File: config.mk
export PLATFORM = sky130hd
export DESIGN_NAME = uart_rx_deser_flat
export DESIGN_NICKNAME = d
export VERILOG_FILES = /design/src/rtl/uart_rx_deser_if.sv /design/src/rtl/uart_rx_deser.sv /design/src/flat_wrapper.sv
export SDC_FILE = /design/constraint.sdc
export NUM_CORES = 1
export LEC_CHECK = 0
export BUFFER_PORTS_ARGS = -buffer_cell sky130_fd_sc_hd__buf_4
export CORE_ASPECT_RATIO = 0.7
export CORE_MARGIN = 2
export CORE_UTILIZATION = 55
export DETAILED_ROUTE_END_ITERATION = 7
export GPL_TIMING_DRIVEN = 0
export HOLD_SLACK_MARGIN = 0.06
export PLACE_DENSITY = 0.78
export SYNTH_ARGS = -nofsm -noshare
export SYNTH_HDL_FRONTEND = slang
export SYNTH_SLANG_ARGS = --single-unit
File: constraint.sdc
create_clock -name wb_clk_i -period 2.9 [get_ports wb_clk_i]
set_input_delay 0.29 -clock wb_clk_i [delete_from_list [all_inputs] [get_ports wb_clk_i]]
set_output_delay 0.29 -clock wb_clk_i [all_outputs]
set_load 0.01 [all_outputs]
File: src/rtl/uart_rx_deser_if.sv
// Receive-side byte channel between the UART deserialiser and its consumer.
// Latency: none, wires only.
// Backpressure: rx_ready from the consumer; error pulses are fire-and-forget.
interface uart_rx_deser_if;
   logic [7:0] rx_data;
   logic       rx_valid;
   logic       rx_ready;
   logic       rx_ferr;
   logic       rx_ovr;
   logic       rx_busy;

   // Receiver side: produces the byte, status and error pulses.
   modport master (
      output rx_data,
      output rx_valid,
      output rx_ferr,
      output rx_ovr,
      output rx_busy,
      input  rx_ready
   );

   // Consumer side: takes the byte and observes status and errors.
   modport slave (
      input  rx_data,
      input  rx_valid,
      input  rx_ferr,
      input  rx_ovr,
      input  rx_busy,
      output rx_ready
   );
endinterface

File: src/rtl/uart_rx_deser.sv
// 8N1 UART receiver: 16x oversampled, mid-bit sampling, one-byte holding register.
// Latency: rx_valid rises 152*OVS_DIV+4 clocks after the start-bit fall on rxd.
// Backpressure: full holding register keeps its byte; a byte completing then is dropped with rx_ovr.
module uart_rx_deser #(
   parameter int unsigned OVS_DIV = 27
) (
   input  logic            wb_clk_i,
   input  logic            wb_rst_i,
   input  logic            rxd,
   uart_rx_deser_if.master rx_if
);

   typedef enum logic [1:0] {S_IDLE, S_START, S_DATA, S_STOP} state_t;

   localparam logic [15:0] PRE_MAX = 16'(OVS_DIV - 1);

   state_t      r_state;
   state_t      w_state_nxt;
   logic        r_sync1;
   logic        r_rxs;
   logic        r_rxs_prev;
   logic [15:0] r_pre;
   logic [7:0]  r_tcnt;
   logic        r_tick;
   logic [7:0]  r_shift;
   logic [7:0]  r_data;
   logic        r_valid;
   logic        r_ferr;
   logic        r_ovr;
   logic        w_fall;
   logic        w_mid;
   logic        w_shift_en;
   logic        w_stop_evt;
   logic        w_accept;

   // Start edge: previous synchronised level high, current low.
   assign w_fall   = r_rxs_prev & ~r_rxs;
   // Mid-bit strobe: first cycle after the tick count reaches 16n+8.
   assign w_mid    = r_tick & (r_tcnt[3:0] == 4'd8);
   assign w_accept = r_valid & rx_if.rx_ready;

   // Two-flop synchroniser plus previous-level flop, all idling high.
   always_ff @(posedge wb_clk_i or posedge wb_rst_i) begin
      if (wb_rst_i) begin
         r_sync1    <= 1'b1;
         r_rxs      <= 1'b1;
         r_rxs_prev <= 1'b1;
      end else begin
         r_sync1    <= rxd;
         r_rxs      <= r_sync1;
         r_rxs_prev <= r_rxs;
      end
   end

   // Prescaler and tick counter; held at zero while idle so a frame always starts from a clean phase.
   always_ff @(posedge wb_clk_i or posedge wb_rst_i) begin
      if (wb_rst_i) begin
         r_pre  <= '0;
         r_tcnt <= '0;
         r_tick <= 1'b0;
      end else if (r_state == S_IDLE) begin
         r_pre  <= '0;
         r_tcnt <= '0;
         r_tick <= 1'b0;
      end else if (r_pre == PRE_MAX) begin
         r_pre  <= '0;
         r_tcnt <= r_tcnt + 8'd1;
         r_tick <= 1'b1;
      end else begin
         r_pre  <= r_pre + 16'd1;
         r_tick <= 1'b0;
      end
   end

   // FSM state register.
   always_ff @(posedge wb_clk_i or posedge wb_rst_i) begin
      if (wb_rst_i) r_state <= S_IDLE;
      else          r_state <= w_state_nxt;
   end

   // FSM next state and per-cycle strobes for the datapath.
   always_comb begin
      w_state_nxt = r_state;
      w_shift_en  = 1'b0;
      w_stop_evt  = 1'b0;
      case (r_state)
         S_IDLE: begin
            if (w_fall) w_state_nxt = S_START;
         end
         S_START: begin
            // A start bit that is high again at its middle was a glitch.
            if (w_mid) w_state_nxt = r_rxs ? S_IDLE : S_DATA;
         end
         S_DATA: begin
            if (w_mid) begin
               w_shift_en = 1'b1;
               if (r_tcnt == 8'd136) w_state_nxt = S_STOP;
            end
         end
         S_STOP: begin
            // Back to idle on the stop sample so a back-to-back start is seen next clock.
            if (w_mid) begin
               w_stop_evt  = 1'b1;
               w_state_nxt = S_IDLE;
            end
         end
         default: w_state_nxt = S_IDLE;
      endcase
   end

   // Data shift register, LSB first.
   always_ff @(posedge wb_clk_i or posedge wb_rst_i) begin
      if (wb_rst_i)        r_shift <= '0;
      else if (w_shift_en) r_shift <= {r_rxs, r_shift[7:1]};
   end

   // Holding register, handshake and error pulses.
   always_ff @(posedge wb_clk_i or posedge wb_rst_i) begin
      if (wb_rst_i) begin
         r_data  <= '0;
         r_valid <= 1'b0;
         r_ferr  <= 1'b0;
         r_ovr   <= 1'b0;
      end else begin
         r_ferr <= 1'b0;
         r_ovr  <= 1'b0;
         if (w_accept) r_valid <= 1'b0;
         if (w_stop_evt) begin
            if (!r_rxs) begin
               r_ferr <= 1'b1;
            end else if (!r_valid || w_accept) begin
               r_data  <= r_shift;
               r_valid <= 1'b1;
            end else begin
               r_ovr <= 1'b1;
            end
         end
      end
   end

   assign rx_if.rx_data  = r_data;
   assign rx_if.rx_valid = r_valid;
   assign rx_if.rx_ferr  = r_ferr;
   assign rx_if.rx_ovr   = r_ovr;
   assign rx_if.rx_busy  = (r_state != S_IDLE);

endmodule

File: src/flat_wrapper.sv
// flat-port wrapper written by rule: the top's interface ports become plain ports
module uart_rx_deser_flat 
#(
   parameter int unsigned OVS_DIV = 27
)
  (wb_clk_i, wb_rst_i, rxd, rx_if_rx_data, rx_if_rx_valid, rx_if_rx_ferr, rx_if_rx_ovr, rx_if_rx_busy, rx_if_rx_ready);
  uart_rx_deser_if rx_if_i ();
  input  logic wb_clk_i;
  input  logic wb_rst_i;
  input  logic rxd;
  output wire logic [$bits(rx_if_i.rx_data)-1:0] rx_if_rx_data;
  output wire logic [$bits(rx_if_i.rx_valid)-1:0] rx_if_rx_valid;
  output wire logic [$bits(rx_if_i.rx_ferr)-1:0] rx_if_rx_ferr;
  output wire logic [$bits(rx_if_i.rx_ovr)-1:0] rx_if_rx_ovr;
  output wire logic [$bits(rx_if_i.rx_busy)-1:0] rx_if_rx_busy;
  input wire logic [$bits(rx_if_i.rx_ready)-1:0] rx_if_rx_ready;
  assign rx_if_rx_data = rx_if_i.rx_data;
  assign rx_if_rx_valid = rx_if_i.rx_valid;
  assign rx_if_rx_ferr = rx_if_i.rx_ferr;
  assign rx_if_rx_ovr = rx_if_i.rx_ovr;
  assign rx_if_rx_busy = rx_if_i.rx_busy;
  assign rx_if_i.rx_ready = rx_if_rx_ready;
  uart_rx_deser #(.OVS_DIV(OVS_DIV)) u_core (.wb_clk_i(wb_clk_i), .wb_rst_i(wb_rst_i), .rxd(rxd), .rx_if(rx_if_i));
endmodule
==> out/summary.txt <==
Slew headroom = 52.5%
Setup violations, final = 0
Sw Pwr = 0.000453 W
Clock network fraction of total power = 26.1%
VDD IR max = 0.405 mV
DIE AREA = 4670 um2
Flops & latches, synth = 49
Pint = 0.00105 W
Tot Pwr = 0.00150 W
Final nets = 229
Fin crit share = 70.4%
RR Endpoint = u_core.rx_if.rx_data[3]
CTS H-tree depth = 2
Layout Skew = 0.00256 ns
Worst Path Arrival = 1.75 ns
Via density = 5.49
Post-synth top area cell = dfrtp_1
# diodes = 0
Wirelength, routed = 4.03 mm
TNS Setup = 0 ns
RSZ-0062 raised after global routing = false
Clock transition at path regs = 0.09 ns
Die Ht = 57.8 um
Multi-input logic area = 953 um2
Top post-synthesis cells by count = 46 x dfrtp_1, 24 x nor2_1, 17 x mux2_2
Synth cell types = 32
Mapped cell area = 2270 um2
Yosys warns = 0
DR iter-0 viols = 79
Root buf cell = clkbuf_8
Fmax = 490 MHz
Slew Viols, Final = 0
Die Width = 80.8 um
Syn Area/Cell = 11.5 um2
Largest net degree at the start of global routing = 39
Min-Delay Path Class = in -> reg
First-pass GRT wire length = 6.80 mm
CORE AREA = 3950 um2
CTS tree = built
Total of fill cells in the finished design = 330
Ratio of cells with drive above 1 in the final layout = 27.5%
Post-CTS setup buffers = 0
Post-synth EDFFs = 0
CP Data Required Time = 2.61 ns
Critical Path End Type = primary output
Cell with the most instances after synthesis = dfrtp_1
Critical path launch point type = register
Ports = 16
Combinational Power Share = 19.2%
Net Count, Synth = 205
IO Port Bufs = 15
Max cap viols = 0
GRT Total Usage = 19.3%
Reg-to-reg startpoint = u_core.r_tcnt[0]
Drc violations = 0
Worst setup path end = rx_if_rx_busy
Final Util = 65.1%
Final hold slack = 0.0928 ns
Clock sink count = 49
Antenna Nets Post-Route = 0
Initial antenna violation count = 0
GR Overflow Total = 0
Worst reg2reg path depth = 7
Register area share after synthesis = 54.1%
GP Congestion = 0.813
Lkg Pwr = 1.20 nW
Sequential power share = 54.7%
Post-Syn Instances = 197
Register Area = 1230 um2
Slew @ Worst Pin = 0.710 ns
Avg WL per Cell = 14.7 um
Initial Util = 57.6%
Worst skew pair latency = 0.30 ns
Sw Ratio = 30.2%
Number of global-route vias before repair = 1462
Syn-to-layout area delta = 13.0%
Clock buffer depth = 2
Total CTS buffers = 5
Finished Cell Area = 2570 um2
FFs w/ async S/R, synth = 100%
CP Class = reg -> out
DR pass1 iterations = 5
Outcome = completed
Power per cell area = 584 nW/um2
Post-DP HPWL = 2.81 mm
Hold Violations, Final = 0
Main flop type after synthesis = dfrtp_1
Minimum clock period = 2.04 ns
Row cnt = 19
Synth top area share = 50.7%
Critical path peak fanout = 10
Synth area leaders = dfrtp_1 51%, mux2_2 8.4%, xnor2_1 4.2%
Vias = 1505
R2R Setup Slk = 0.93 ns
Placed inst area = 2470 um2
==> placed cells by master, fill, tap and decap left out, drive strengths merged <==
cell         Yosys  layout
and4             2       2
inv              7       7
nand2            8       8
dfrtp           46      46
buf              8      24
dlygate4sd3      0       1
nor3             3       3
nand2b           1       1
nor2            24      24
and4b            1       1
xor2             4       4
nor3b            1       1
o21ai            6       6
nand4           10      10
mux2            17      17
nor4bb           1       1
mux2i            1       1
or3              6       6
nor4b            2       2
a21oi            8       8
clkinvlp         0       2
and2             2       2
and3b            3       3
ha               4       4
dfstp            3       3
clkbuf           1       7
nor4             8       8
xnor2           11      11
nand3            9       9
==> worst min-delay path by stage <==
stage              startpoint               end  cells after the start
2_1_floorplan             rxd    u_core.r_sync1                      0
3_3_place_gp   u_core.r_sync1      u_core.r_rxs                      0
3_5_place_dp         wb_rst_i  u_core.r_pre[12]                      2
4_1_cts                   rxd    u_core.r_sync1                      1
5_1_grt                   rxd    u_core.r_sync1                      1
6_report                  rxd    u_core.r_sync1                      1
==> layout make-up <==
type | count | area share (%)
flip-flops and latches | 49 | 47.9
multi-input cells | 132 | 37.1
repair buffers | 17 | 5.56
clock buffers | 6 | 2.83
well taps | 52 | 2.53
plain buffers | 9 | 2.44
inverters | 7 | 1.02
clock inverters | 2 | 0.585
==> timing repair <==
item                       4_1_cts  5_1_grt
hold endpoints to repair        11        0
setup endpoints to repair        0        0
hold buffers                     1        0
gates resized for setup          0        0
==> critical path, stage by stage (launching register included) <==
cell      delay (ns)
dfrtp_1         0.36
clkbuf_1        0.17
nor2_1          0.58
inv_1           0.15
buf_4           0.18
==> kinds of logic after synthesis <==
family,share of synthesized area (%)
compound gates,3.08
xor+xnor,5.78
fa+ha+maj,2.20
buf+inv,3.91
flops,54.1
mux,8.87
simple gates,22.0
==> flip-flops by register name, summed over array words and instances (netlist names), 8 cells and up, named ones only <==
signal	flops
u_core.rx_if.rx_data	8
u_core.r_shift	8
u_core.r_pre	16
u_core.r_tcnt	8
==> power groups by stage <==
stage | Combinational (W) | Clock, W | Sequential (W)
2_1_floorplan | 0.000234 | 0 | 0.000815
3_5_place_dp | 0.000289 | 0 | 0.000832
6_report | 0.000288 | 0.000391 | 0.000821
5_1_grt | 0.000322 | 0.000430 | 0.000832
4_1_cts | 0.000289 | 0.000403 | 0.000820
3_3_place_gp | 0.000275 | 0 | 0.000831
==> through the flow <==
stage,cells,worst slack (ns)
floorplan,197,1.16
global placement,264,0.849
detailed placement,265,0.921
CTS,274,0.832
global route,274,0.716
finish,274,0.858
==> per-layer routing <==
layer / global-route usage [%] / up-vias / routed length [um]
li1: - / 738 / -
met1: 30.0 / 730 / 2030
met2: 27.2 / 29 / 1790
met3: 4.21 / 8 / 165
met4: 6.05 / 0 / 49
met5: 0 / - / 0
Note: power is estimated with default switching activity, not from simulation.
